==> src/rtl/lstm_pkg.sv <==
`timescale 1ns/1ps
`default_nettype none
// ============================================================================
// Module      : lstm_pkg
// Description : Types and constants shared by the LSTM blocks: default
//               vector geometry, the element type, the h-collector FSM
//               state enum, and a small sizing helper.
// Revision    : 1.0 - initial release
// ============================================================================
package lstm_pkg;

    localparam int LSTM_FEATURES     = 4;
    localparam int LSTM_ELEMENT_BITS = 8;

    typedef logic [LSTM_ELEMENT_BITS-1:0] lstm_elem_t;

    typedef enum logic [1:0] {
        IDLE = 2'd0,
        REQ  = 2'd1,
        CAPT = 2'd2,
        PEND = 2'd3
    } hcol_state_t;

    // Largest of three values; used to size the shared counter width.
    function automatic int hcol_max3(input int a, input int b, input int c);
        int m;
        m = (a > b) ? a : b;
        return (m > c) ? m : c;
    endfunction

endpackage
`default_nettype wire

==> src/rtl/lstm_sync2.sv <==
`timescale 1ns/1ps
`default_nettype none
// ============================================================================
// Module      : lstm_sync2
// Description : Two-flop synchronizer followed by a registered rising-edge
//               detector. A low-to-high level change on i_level produces a
//               single-cycle o_rise pulse.
// Ports       : clk     - destination clock
//               rst_n   - asynchronous active-low reset
//               i_level - asynchronous level input
//               o_rise  - one-cycle pulse on a synchronized rising edge
// Revision    : 1.0 - initial release
// ============================================================================
module lstm_sync2 (
    input  logic clk,
    input  logic rst_n,
    input  logic i_level,
    output logic o_rise
);

    logic r_meta;
    logic r_sync;
    logic r_sync_d;
    logic r_rise;

    always_ff @(posedge clk or negedge rst_n) begin
        if (!rst_n) begin
            r_meta   <= 1'b0;
            r_sync   <= 1'b0;
            r_sync_d <= 1'b0;
            r_rise   <= 1'b0;
        end else begin
            r_meta   <= i_level;
            r_sync   <= r_meta;
            r_sync_d <= r_sync;
            r_rise   <= r_sync & ~r_sync_d;
        end
    end

    assign o_rise = r_rise;

endmodule
`default_nettype wire

==> src/rtl/lstm_h_collector.sv <==
`timescale 1ns/1ps
`default_nettype none
// ============================================================================
// Module      : lstm_h_collector
// Description : Collects the hidden state h_t streamed by lstm_cell. A rising
//               edge on done_wr (cell clock domain) triggers a read_output
//               request pulse; FEATURES serial elements are then captured
//               into a shadow register and handed to the consumer through a
//               valid/ready slot. One further vector may wait in the shadow
//               while the output slot is occupied.
// Ports       : sys_clk     - sole clock
//               reset_n     - asynchronous active-low reset
//               done_wr     - h_t ready level from lstm_cell (async)
//               read_output - stream request to lstm_cell
//               h_curr_ser  - serial element input, element 0 first
//               h_vec       - packed h_t, element i at [i*EB +: EB]
//               h_valid     - h_vec holds an unconsumed vector
//               h_ready     - consumer accept
//               busy        - FSM not idle
//               ovf_cnt     - saturating count of dropped requests
//                             (only with LSTM_HCOL_OVF_CNT_EN defined)
// Options     : LSTM_HCOL_OVF_CNT_EN - adds the ovf_cnt port and counter
// Revision    : 1.0 - initial release
// ============================================================================
module lstm_h_collector
    import lstm_pkg::*;
#(
    parameter int FEATURES     = LSTM_FEATURES,
    parameter int ELEMENT_BITS = LSTM_ELEMENT_BITS,
    parameter int RD_PULSE     = 4,
    parameter int RD_LAT       = 1
) (
    input  logic                             sys_clk,
    input  logic                             reset_n,
    input  logic                             done_wr,
    output logic                             read_output,
    input  logic [ELEMENT_BITS-1:0]          h_curr_ser,
    output logic [FEATURES*ELEMENT_BITS-1:0] h_vec,
    output logic                             h_valid,
    input  logic                             h_ready,
    output logic                             busy
`ifdef LSTM_HCOL_OVF_CNT_EN
   ,output logic [7:0]                       ovf_cnt
`endif
);

    localparam int C_CNT_W = $clog2(hcol_max3(RD_PULSE, RD_LAT + 1, FEATURES) + 1);
    localparam int C_VEC_W = FEATURES * ELEMENT_BITS;

    typedef logic [C_CNT_W-1:0] cnt_t;

    localparam cnt_t C_PULSE_LAST = cnt_t'(RD_PULSE);
    localparam cnt_t C_LAT_LAST   = (RD_LAT > 0) ? cnt_t'(RD_LAT - 1) : '0;
    localparam cnt_t C_ELEM_LAST  = cnt_t'(FEATURES - 1);

    hcol_state_t        r_state;
    cnt_t               r_pcnt;
    cnt_t               r_lcnt;
    cnt_t               r_idx;
    logic               r_read_output;
    logic [C_VEC_W-1:0] r_shadow;
    logic [C_VEC_W-1:0] r_vec;
    logic               r_valid;

    logic               w_rise;
    logic               w_slot_free;
    logic [C_VEC_W-1:0] w_shadow_next;

    lstm_sync2 u_sync_done (
        .clk     (sys_clk),
        .rst_n   (reset_n),
        .i_level (done_wr),
        .o_rise  (w_rise)
    );

    // The output slot can take a new vector if empty or being consumed now.
    assign w_slot_free = ~r_valid | h_ready;

    // Shadow contents including the element arriving this cycle, so the last
    // element can go straight to h_vec without an extra cycle.
    always_comb begin
        w_shadow_next = r_shadow;
        for (int i = 0; i < FEATURES; i++) begin
            if (r_idx == cnt_t'(i)) begin
                w_shadow_next[i*ELEMENT_BITS +: ELEMENT_BITS] = h_curr_ser;
            end
        end
    end

    always_ff @(posedge sys_clk or negedge reset_n) begin
        if (!reset_n) begin
            r_state       <= IDLE;
            r_pcnt        <= '0;
            r_lcnt        <= '0;
            r_idx         <= '0;
            r_read_output <= 1'b0;
            r_shadow      <= '0;
            r_vec         <= '0;
            r_valid       <= 1'b0;
        end else begin
            // The request pulse runs its full length even after capture
            // has started, so it is timed independently of the state.
            if (r_read_output) begin
                if (r_pcnt == C_PULSE_LAST) begin
                    r_read_output <= 1'b0;
                    r_pcnt        <= '0;
                end else begin
                    r_pcnt <= r_pcnt + cnt_t'(1);
                end
            end

            if (r_valid && h_ready) begin
                r_valid <= 1'b0;
            end

            case (r_state)
                IDLE: begin
                    if (w_rise) begin
                        r_read_output <= 1'b1;
                        r_pcnt        <= cnt_t'(1);
                        r_lcnt        <= '0;
                        r_idx         <= '0;
                        // Zero latency means element 0 is on the bus in the
                        // very first request cycle.
                        r_state       <= (RD_LAT == 0) ? CAPT : REQ;
                    end
                end
                REQ: begin
                    if (r_lcnt == C_LAT_LAST) begin
                        r_state <= CAPT;
                    end else begin
                        r_lcnt <= r_lcnt + cnt_t'(1);
                    end
                end
                CAPT: begin
                    r_shadow <= w_shadow_next;
                    if (r_idx == C_ELEM_LAST) begin
                        r_idx <= '0;
                        if (w_slot_free) begin
                            r_vec   <= w_shadow_next;
                            r_valid <= 1'b1;
                            r_state <= IDLE;
                        end else begin
                            r_state <= PEND;
                        end
                    end else begin
                        r_idx <= r_idx + cnt_t'(1);
                    end
                end
                PEND: begin
                    if (w_slot_free) begin
                        r_vec   <= r_shadow;
                        r_valid <= 1'b1;
                        r_state <= IDLE;
                    end
                end
                default: r_state <= IDLE;
            endcase
        end
    end

`ifdef LSTM_HCOL_OVF_CNT_EN
    logic [7:0] r_ovf_cnt;

    // A rise outside IDLE is a dropped request; count it, saturating.
    always_ff @(posedge sys_clk or negedge reset_n) begin
        if (!reset_n) begin
            r_ovf_cnt <= 8'h00;
        end else if (w_rise && (r_state != IDLE) && (r_ovf_cnt != 8'hFF)) begin
            r_ovf_cnt <= r_ovf_cnt + 8'd1;
        end
    end

    assign ovf_cnt = r_ovf_cnt;
`endif

    assign read_output = r_read_output;
    assign h_vec       = r_vec;
    assign h_valid     = r_valid;
    assign busy        = (r_state != IDLE);

endmodule
`default_nettype wire

==> config.mk <==
export PLATFORM = sky130hd
export DESIGN_NAME = lstm_h_collector
export DESIGN_NICKNAME = d
export VERILOG_FILES = /design/src/rtl/lstm_pkg.sv /design/src/rtl/lstm_sync2.sv /design/src/rtl/lstm_h_collector.sv
export SDC_FILE = /design/constraint.sdc
export NUM_CORES = 1
export LEC_CHECK = 0
export CAP_MARGIN = 25
export CORE_UTILIZATION = 49
export CTS_BUF_LIST = sky130_fd_sc_hd__clkbuf_4 sky130_fd_sc_hd__clkbuf_8 sky130_fd_sc_hd__clkbuf_16
export CTS_CLUSTER_DIAMETER = 30
export CTS_CLUSTER_SIZE = 28
export DETAILED_ROUTE_END_ITERATION = 12
export PLACE_DENSITY = 0.75
export SLEW_MARGIN = 30
export SYNTH_ARGS = -nofsm -noshare
export SYNTH_HDL_FRONTEND = slang
export SYNTH_SLANG_ARGS = --single-unit
==> constraint.sdc <==
create_clock -name sys_clk -period 1.5 [get_ports sys_clk]
set_input_delay 0.15 -clock sys_clk [delete_from_list [all_inputs] [get_ports sys_clk]]
set_output_delay 0.15 -clock sys_clk [all_outputs]
set_load 0.02 [all_outputs]
# Yosys cells after proc, flatten, opt, wreduce, memory -nomap -nowiden
# Cells that the tools add are included.
# totals
regBits	81
input_bits	12
output_inout_bits	35
# classes
addsub	3
n_eq_ne	13
mux	31
bitwise_logic	4
n_reduce_logical	12
# ops
cell	n
$mux W32	3
$pmux W32 S2	1
$mux W8	4
$mux W3	7
$pmux W3 S2	2
$mux W2	5
$ne A2 B2 Y1 const B	5
$add A3 B1 Y3 const B	3
$pmux W2 S4	1
$reduce_and A4 Y1	2
$reduce_bool A2 Y1	4
$mux W1	7
$eq A3 B2 Y1 const B	2
$logic_not A3 Y1	2
$eq A2 B2 Y1 const B	2
$eq A3 B1 Y1 const B	1
$eq A3 B3 Y1 const B	1
$reduce_and A3 Y1	1
$eq A2 B1 Y1 const B	1
$logic_not A2 Y1	1
$ne A2 B1 Y1 const B	1
$not A1 Y1	2
$pmux W1 S2	1
$reduce_and A2 Y1	1
3 further kinds	3

# Depth between registers and ports, before layout
# Gate-level depths: netlist (run 1).
# depth
ltp_word	5
depth_mapped	7
depth_no_buf	6

# By module
# From an unflattened synthesis (run 1), not the netlist that was laid out.
# unflattened
hier_cells	297
hier_area_um2	3584.7
# by_module_without_submodules
mod	n_inst	cells_each	area_per_inst_um2
lstm_h_collector	1	292	3470.8
lstm_sync2	1	5	113.9

# Least setup slack after synthesis (run 1)
# OpenSTA, ideal clock, no wires.
# synth_path
kind	reg2reg
startpoint	register r_state[0]
endpoint	register r_shadow[0]
setup_time_ns	0.125
t_arrival_ns	1.446
setup_slack_ns	-0.070
stages_incl_launch_ff	5
path_buffers	1
synth_period_minus_slack_ns	1.570
cell_sequence	dfrtp_1 -> nand2b_1 -> buf_2 -> nor3b_4 -> mux2_2
# synth_between
elab_chain_cells	1
# synth_rtl
item	line_no	source
start: declaration	lstm_h_collector.sv:56	hcol_state_t r_state;
start signal: assignment	lstm_h_collector.sv:125	r_state <= (RD_LAT == 0) ? CAPT : REQ;
$eq A2 B2 Y1	lstm_h_collector.sv:116	case (r_state)
end signal: assignment	lstm_h_collector.sv:136	r_shadow <= w_shadow_next;
end: declaration	lstm_h_collector.sv:61	logic [C_VEC_W-1:0] r_shadow;
# No other way between the ends.
# A chain may end at the register's enable or synchronous reset.

# Worst setup path after layout (run 1)
# layout_path
startpoint	register r_idx[0]
endpoint	register r_vec[14] (netlist: h_vec[14])
# layout_between
elab_chain_cells	5
elab_cells_between_ends	8
classes_between	3 x eq/ne; 4 x mux; 1 x reduce/logical
# layout_rtl
item	line_no	source
start: declaration	lstm_h_collector.sv:59	cnt_t r_idx;
start signal: assignment	lstm_h_collector.sv:147	r_idx <= r_idx + cnt_t'(1);
$eq A3 B1 Y1	lstm_h_collector.sv:84	if (r_idx == cnt_t'(i)) begin
$mux W8	lstm_h_collector.sv:84	
$mux W32	lstm_h_collector.sv:139	if (w_slot_free) begin
$mux W32	lstm_h_collector.sv:137	if (r_idx == C_ELEM_LAST) begin
$pmux W32 S2	lstm_h_collector.sv:116	
end signal: assignment	lstm_h_collector.sv:140	r_vec <= w_shadow_next;
end signal: assignment	lstm_h_collector.sv:152	r_vec <= r_shadow;
end: declaration	lstm_h_collector.sv:62	logic [C_VEC_W-1:0] r_vec;
# Several ways; a longest one is shown, not always the timed one. The select of a mux whose other input is x is not followed.

==> flow_metrics.tcl, run 1 <==
set metrics [dict create \
    outcome "finished with violations" \
    violations "setup timing" \
    drv_cap 0 \
    vias 2612 \
    finClkSkew_ps 15.5 \
    tightest_slew_ps 460 \
    required_ps 1790 \
    avgSynthCellArea_um2 12.0 \
    hold_class "in -> reg" \
    min_period_ps 1550 \
    place_congestion 0.775 \
    cpPeakStageDelay_ps 460 \
    synth_warnings 0 \
    setup-violations-final 36 \
    cts_max_path_buffers 2 \
    areaGrowthSynthToFinish_pct 46.1 \
    p_per_area_nw_per_um2 2160 \
    ctsHtreeMaxLevel 3 \
    grt_overflow 0 \
    ir_drop_uv 1200 \
    cts.sinks 81 \
    post_drt_wl_per_cell_um 17.9 \
    slew_headroom_pct 69.2 \
    layout_common_cells "dfrtp_1, mux2i_1, nand2_1" \
    final_hold_viol_count 0 \
    grt_pass1_vias 2595 \
    p_sw_w 0.00423 \
    crit_path_max_fanout 8 \
    die-height_um 87.4 \
    syn_inst 297 \
    p_seq_share_pct 33.8 \
    drtAntennaViolNets 0 \
    dr_wl_met3_um 362 \
    p_int_w 0.00708 \
    initial_core_util_pct 51.8 \
    drtIter0Drc 145 \
    crit_slowest_cell "dfrtp_2" \
    hold_ws_ps 222 \
    clk_pin_slew_ps 90 \
    synthDistinctLibCells 26 \
    postLayoutCoreUtil_pct 75.7 \
    antenna_found_initial 0 \
    coreArea_um2 6910 \
    drv_slew 0 \
    arrival_ps 1830 \
    combPwrFrac_pct 51.2 \
    clkPwrFrac_pct 15.0 \
    die_w_um 87.4 \
    rsz0062_at_grt "yes" \
    cp_top_family "flip-flops" \
    criticalPathCategory "reg -> reg" \
    ios 47 \
    finalCritPeriodShare_pct 103 \
    wl_met1_um 3820 \
    grtUsageTotal_pct 22.4 \
    synth_seq_cells 81 \
    highest-signal-layer "met4" \
    drive_gt1_share_pct 38.1 \
    cts_root_buffer "clkbuf_8" \
    insertedDiodeCount 0 \
    hpwl_um 4810 \
    numPortBuffers 46 \
    worst_setup_path_end_kind "flip-flop" \
    row_count 30 \
    via_per_inst 5.36 \
    met2_wirelength_um 4370 \
    drc 0 \
    insertion_delay_ps 370 \
    p_total_w 0.0113 \
    cts_buffers 9 \
    fmax_ghz 0.646 \
    final_nets 406 \
    syn_area_um2 3580 \
    cts_tree "yes" \
    yosysSeqAreaShare_pct 56.7 \
    cp_num_buf_inv 2 \
    grt_max_degree 32 \
    die-area_um2 7650 \
    switching_share_pct 37.4 \
    power_leakage_nw 2.76 \
    routed_wl_um 8740 \
    fin_ws_ps -47.7 \
    path_cells "ha_4 -> nor2b_4 -> o211ai_4 -> buf_12 -> clkbuf_16 -> nand2_1 -> o21ai_1" \
    synth_nets 317 \
    grt_pass1_wl_um 12600 \
    final_common_cell "dfrtp_1" \
    dr.pass1.iters 4 \
    startpoint_type "flip-flop" \
]
-- routing by layer --
metal,vias to the layer above,track usage (%)
li1,1205,-
met1,1318,28.6
met2,74,37.7
met3,15,5.21
met4,0,7.30
met5,-,0
-- Yosys cell counts --
library cell | instances | area share, %
inv_1 | 7 | 0.73
a21oi_1 | 2 | 0.28
mux2_2 | 33 | 10
nand2b_1 | 2 | 0.35
o2bb2ai_1 | 1 | 0.24
clkbuf_1 | 3 | 0.31
nand3b_1 | 3 | 0.63
clkbuf_2 | 5 | 0.70
nor3b_4 | 4 | 2.1
o21a_1 | 1 | 0.21
nor2_1 | 9 | 0.94
o211ai_2 | 1 | 0.35
ha_1 | 8 | 2.8
a22o_1 | 3 | 0.73
buf_4 | 1 | 0.21
mux2i_1 | 34 | 9.5
dfrtp_1 | 81 | 57
o21ai_0 | 40 | 5.6
nand2_1 | 44 | 4.6
a21boi_0 | 1 | 0.21
a21o_1 | 1 | 0.21
nor2b_1 | 4 | 0.70
buf_2 | 5 | 0.70
nor4b_1 | 1 | 0.24
o21bai_1 | 1 | 0.21
or2_2 | 2 | 0.35
-- sequential cells by signal (all words and copies together) (netlist names) --
register	cells
u_sync_done.r_sync_d	1
r_shadow	32
r_pcnt	3
h_valid	1
r_state	2
u_sync_done.o_rise	1
r_lcnt	3
read_output	1
h_vec	32
r_idx	3
u_sync_done.r_sync	1
u_sync_done.r_meta	1
-- worst reg2reg max path, stage by stage, from the launching register on --
cell and delay (ps):
dfrtp_2 460, ha_4 180, nor2b_4 130, o211ai_4 230
buf_12 190, clkbuf_16 160, nand2_1 50, o21ai_1 60
-- final timing paths --
kind | to | cells after the start | slack (ps) | start
worst max-delay path | h_vec[14] | 7 | -50 | r_idx[0]
worst max register to register | h_vec[14] | 7 | -50 | r_idx[0]
worst min-delay path | u_sync_done.r_meta | 1 | 220 | done_wr
max in group asynchronous | r_pcnt[1] | 3 | 710 | reset_n
min in group asynchronous | h_vec[17] | 2 | 290 | reset_n
worst min register to register | u_sync_done.r_sync | 0 | 360 | u_sync_done.r_meta
-- per-stage QoR --
step	cells	area [um^2]	setup slack [ps]	setup TNS, ps
2_1_floorplan	297	3670	-55.2	-2710
3_3_place_gp	453	4470	-46.3	-400
3_5_place_dp	453	4470	-187	-2700
4_1_cts	480	4850	-4.79	-8.23
5_1_grt	487	5230	-101	-2910
6_report	487	5230	-47.7	-968
-- power groups by stage --
stage          clock [W]  sequential [W]  combinational, W
3_5_place_dp           0         0.00380           0.00479
5_1_grt          0.00181         0.00394           0.00621
6_report         0.00170         0.00383           0.00579
4_1_cts          0.00172         0.00372           0.00511
2_1_floorplan          0         0.00422           0.00245
3_3_place_gp           0         0.00374           0.00466
-- area by class of cell --
class / instances / area, um^2
sequential: 81 / 2030
multi-input combinational: 195 / 1740
fill: 449 / 1680
timing repair buffer: 92 / 1090
clock buffer: 9 / 124
tap: 96 / 120
clock inverter: 7 / 83.8
inverter: 7 / 28.8
-- repair_timing --
action | CTS | global route
pin swaps | 3 | 11
setup endpoints to repair | 67 | 92
cloned | 1 | 6
gates resized for setup | 26 | 96
hold buffers | 1 | 0
buffers inserted | 9 | 2
hold endpoints to repair | 29 | 0
-- logic make-up after synthesis --
group	after synthesis	synth area share, %
adders and majority gates	8	2.80
buffers and inverters	21	2.66
muxes	67	19.9
AOI/OAI and AO/OA	51	8.05
and+or+nand+nor	69	9.93
DFF	81	56.7
(Power assumes the default switching activity.)
==> run 2: changes to the inputs <==
--- a/config.mk
+++ b/config.mk
@@ -6,12 +6,13 @@
 export NUM_CORES = 1
 export LEC_CHECK = 0
 export CAP_MARGIN = 25
-export CORE_UTILIZATION = 49
-export CTS_BUF_LIST = sky130_fd_sc_hd__clkbuf_4 sky130_fd_sc_hd__clkbuf_8 sky130_fd_sc_hd__clkbuf_16
+export CORE_UTILIZATION = 56
+export CTS_BUF_LIST = sky130_fd_sc_hd__clkbuf_16
 export CTS_CLUSTER_DIAMETER = 30
 export CTS_CLUSTER_SIZE = 28
 export DETAILED_ROUTE_END_ITERATION = 12
-export PLACE_DENSITY = 0.75
+export DONT_BUFFER_PORTS = 1
+export PLACE_DENSITY = 0.74
 export SLEW_MARGIN = 30
 export SYNTH_ARGS = -nofsm -noshare
 export SYNTH_HDL_FRONTEND = slang
==> flow_metrics.tcl, run 2 (synthesis gave the netlist of run 1 again) <==
set metrics [dict create \
    min_period_ps 1600 \
    dpl_cell_area_um2 3890 \
    insertion_delay_ps 340 \
    drc 0 \
    startpoint_type "flip-flop" \
    vias 2431 \
    coreArea_um2 6030 \
    multi_input_area_um2 1690 \
    criticalPathCategory "reg -> reg" \
    place_ws_ps -224 \
    die-area_um2 6710 \
    grtUsageTotal_pct 24.6 \
    finalCritPeriodShare_pct 107 \
    layout_common_cells "dfrtp_1, mux2i_1, nand2_1" \
    fmax_ghz 0.624 \
    fill_cells 365 \
    drive_gt1_share_pct 34.8 \
    ir_drop_uv 1310 \
    setup-violations-final 41 \
    tightest_slew_ps 339 \
    power_leakage_nw 2.28 \
    cts_tree "yes" \
    outcome "finished with violations" \
    postCtsHoldBufs 9 \
    rsz0062_at_grt "yes" \
    finish.instance_area_um2 4700 \
    ctsHtreeMaxLevel 3 \
    arrival_ps 1840 \
    hpwl_um 4370 \
    fin_ws_ps -104 \
    drv_slew 0 \
    hold_class "in -> async" \
    insertedDiodeCount 0 \
    cts_max_path_buffers 2 \
    clk_pin_slew_ps 60 \
    initial_core_util_pct 59.4 \
    worst_setup_path_end_kind "flip-flop" \
    seqCellArea_um2 2030 \
    grt_overflow 0 \
    hold_ws_ps -495 \
    final_common_cell "dfrtp_1" \
    slew_headroom_pct 77.4 \
    p_per_area_nw_per_um2 2330 \
    antenna_found_initial 0 \
    drtIter0Drc 138 \
    die-height_um 81.9 \
    dr.pass1.iters 5 \
    cts_root_buffer "clkbuf_16" \
    grt_pass1_vias 2370 \
    areaGrowthSynthToFinish_pct 31.5 \
    post_drt_wl_per_cell_um 20.1 \
    cts_buffers 9 \
    final_nets 357 \
    grt_pass1_wl_um 11800 \
    cts.sinks 81 \
    numPortBuffers 0 \
    final_hold_viol_count 81 \
    drv_cap 0 \
    crit_path_max_fanout 6 \
    required_ps 1740 \
    finClkSkew_ps 8.93 \
    drtAntennaViolNets 0 \
    die_w_um 81.9 \
    routed_wl_um 8390 \
    row_count 28 \
    violations "hold timing, setup timing" \
    grt_max_degree 82 \
    place_congestion 0.726 \
    ios 47 \
    tns_ps -1770 \
    via_per_inst 5.83 \
]
==> run 2: layer usage <==
| layer | global-route usage [%] | share of wire, % |
|---|---|---|
| met2 | 43.6 | 52 |
| met1 | 28.2 | 41 |
| met4 | 11.6 | 2.9 |
| met3 | 5.11 | 4.2 |
| met5 | 0 | 0 |
==> run 2: metrics by stage <==
stage / utilization, % / std cells / power (W)
2_1_floorplan: - / 297 / 0.00667
3_3_place_gp: 64.6 / 380 / 0.00732
3_5_place_dp: 64.6 / 380 / 0.00749
4_1_cts: 72.8 / 407 / 0.0102
5_1_grt: 78.1 / 417 / 0.0115
6_report: 78.1 / 417 / 0.0110
==> run 2: worst paths after layout <==
check	start	end	cells past startpoint	slack, ps
worst max-delay path	r_idx[1]	h_vec[31]	7	-100
worst min register to register	u_sync_done.r_meta	u_sync_done.r_sync	0	360
min in group sys_clk	h_curr_ser[6]	h_vec[22]	2	0
worst max register to register	r_idx[1]	h_vec[31]	7	-100
max in group asynchronous	reset_n	r_idx[0]	0	1860
worst min-delay path	reset_n	h_vec[28]	0	-500
==> run 2: report_power, final <==
part | internal [W] | leakage [nW] | switching, W | total, W
registers | 0.00319 | 0.978 | 0.00126 | 0.00445
logic | 0.00226 | 1.13 | 0.00179 | 0.00405
clock network | 0.00161 | 0.172 | 0.000845 | 0.00246
total | 0.00706 | 2.28 | 0.00390 | 0.0110
==> run 2: critical path, cell delays in order (launching register included) <==
cell,delay [ps]
dfrtp_2,460
ha_4,190
nor2b_4,150
o211ai_4,220
buf_12,170
clkbuf_16,160
nand2_1,60
o21ai_0,100
==> run 2: layout make-up <==
| type | count | share of cell area (%) |
|---|---|---|
| tap | 75 | 1.99 |
| multi-input combinational | 195 | 36.0 |
| sequential | 81 | 43.2 |
| clock inverter | 7 | 2.37 |
| clock buffer | 9 | 4.79 |
| inverter | 7 | 0.665 |
| timing repair buffer | 43 | 11.1 |
==> run 2: repair_timing <==
item / in CTS / in global routing
endpoints found under the hold margin: 114 / 81
pin swaps: 2 / 2
gates cloned: 0 / 4
setup endpoints to repair: 57 / 65
resized for setup: 15 / 52
setup buffers: 2 / 6
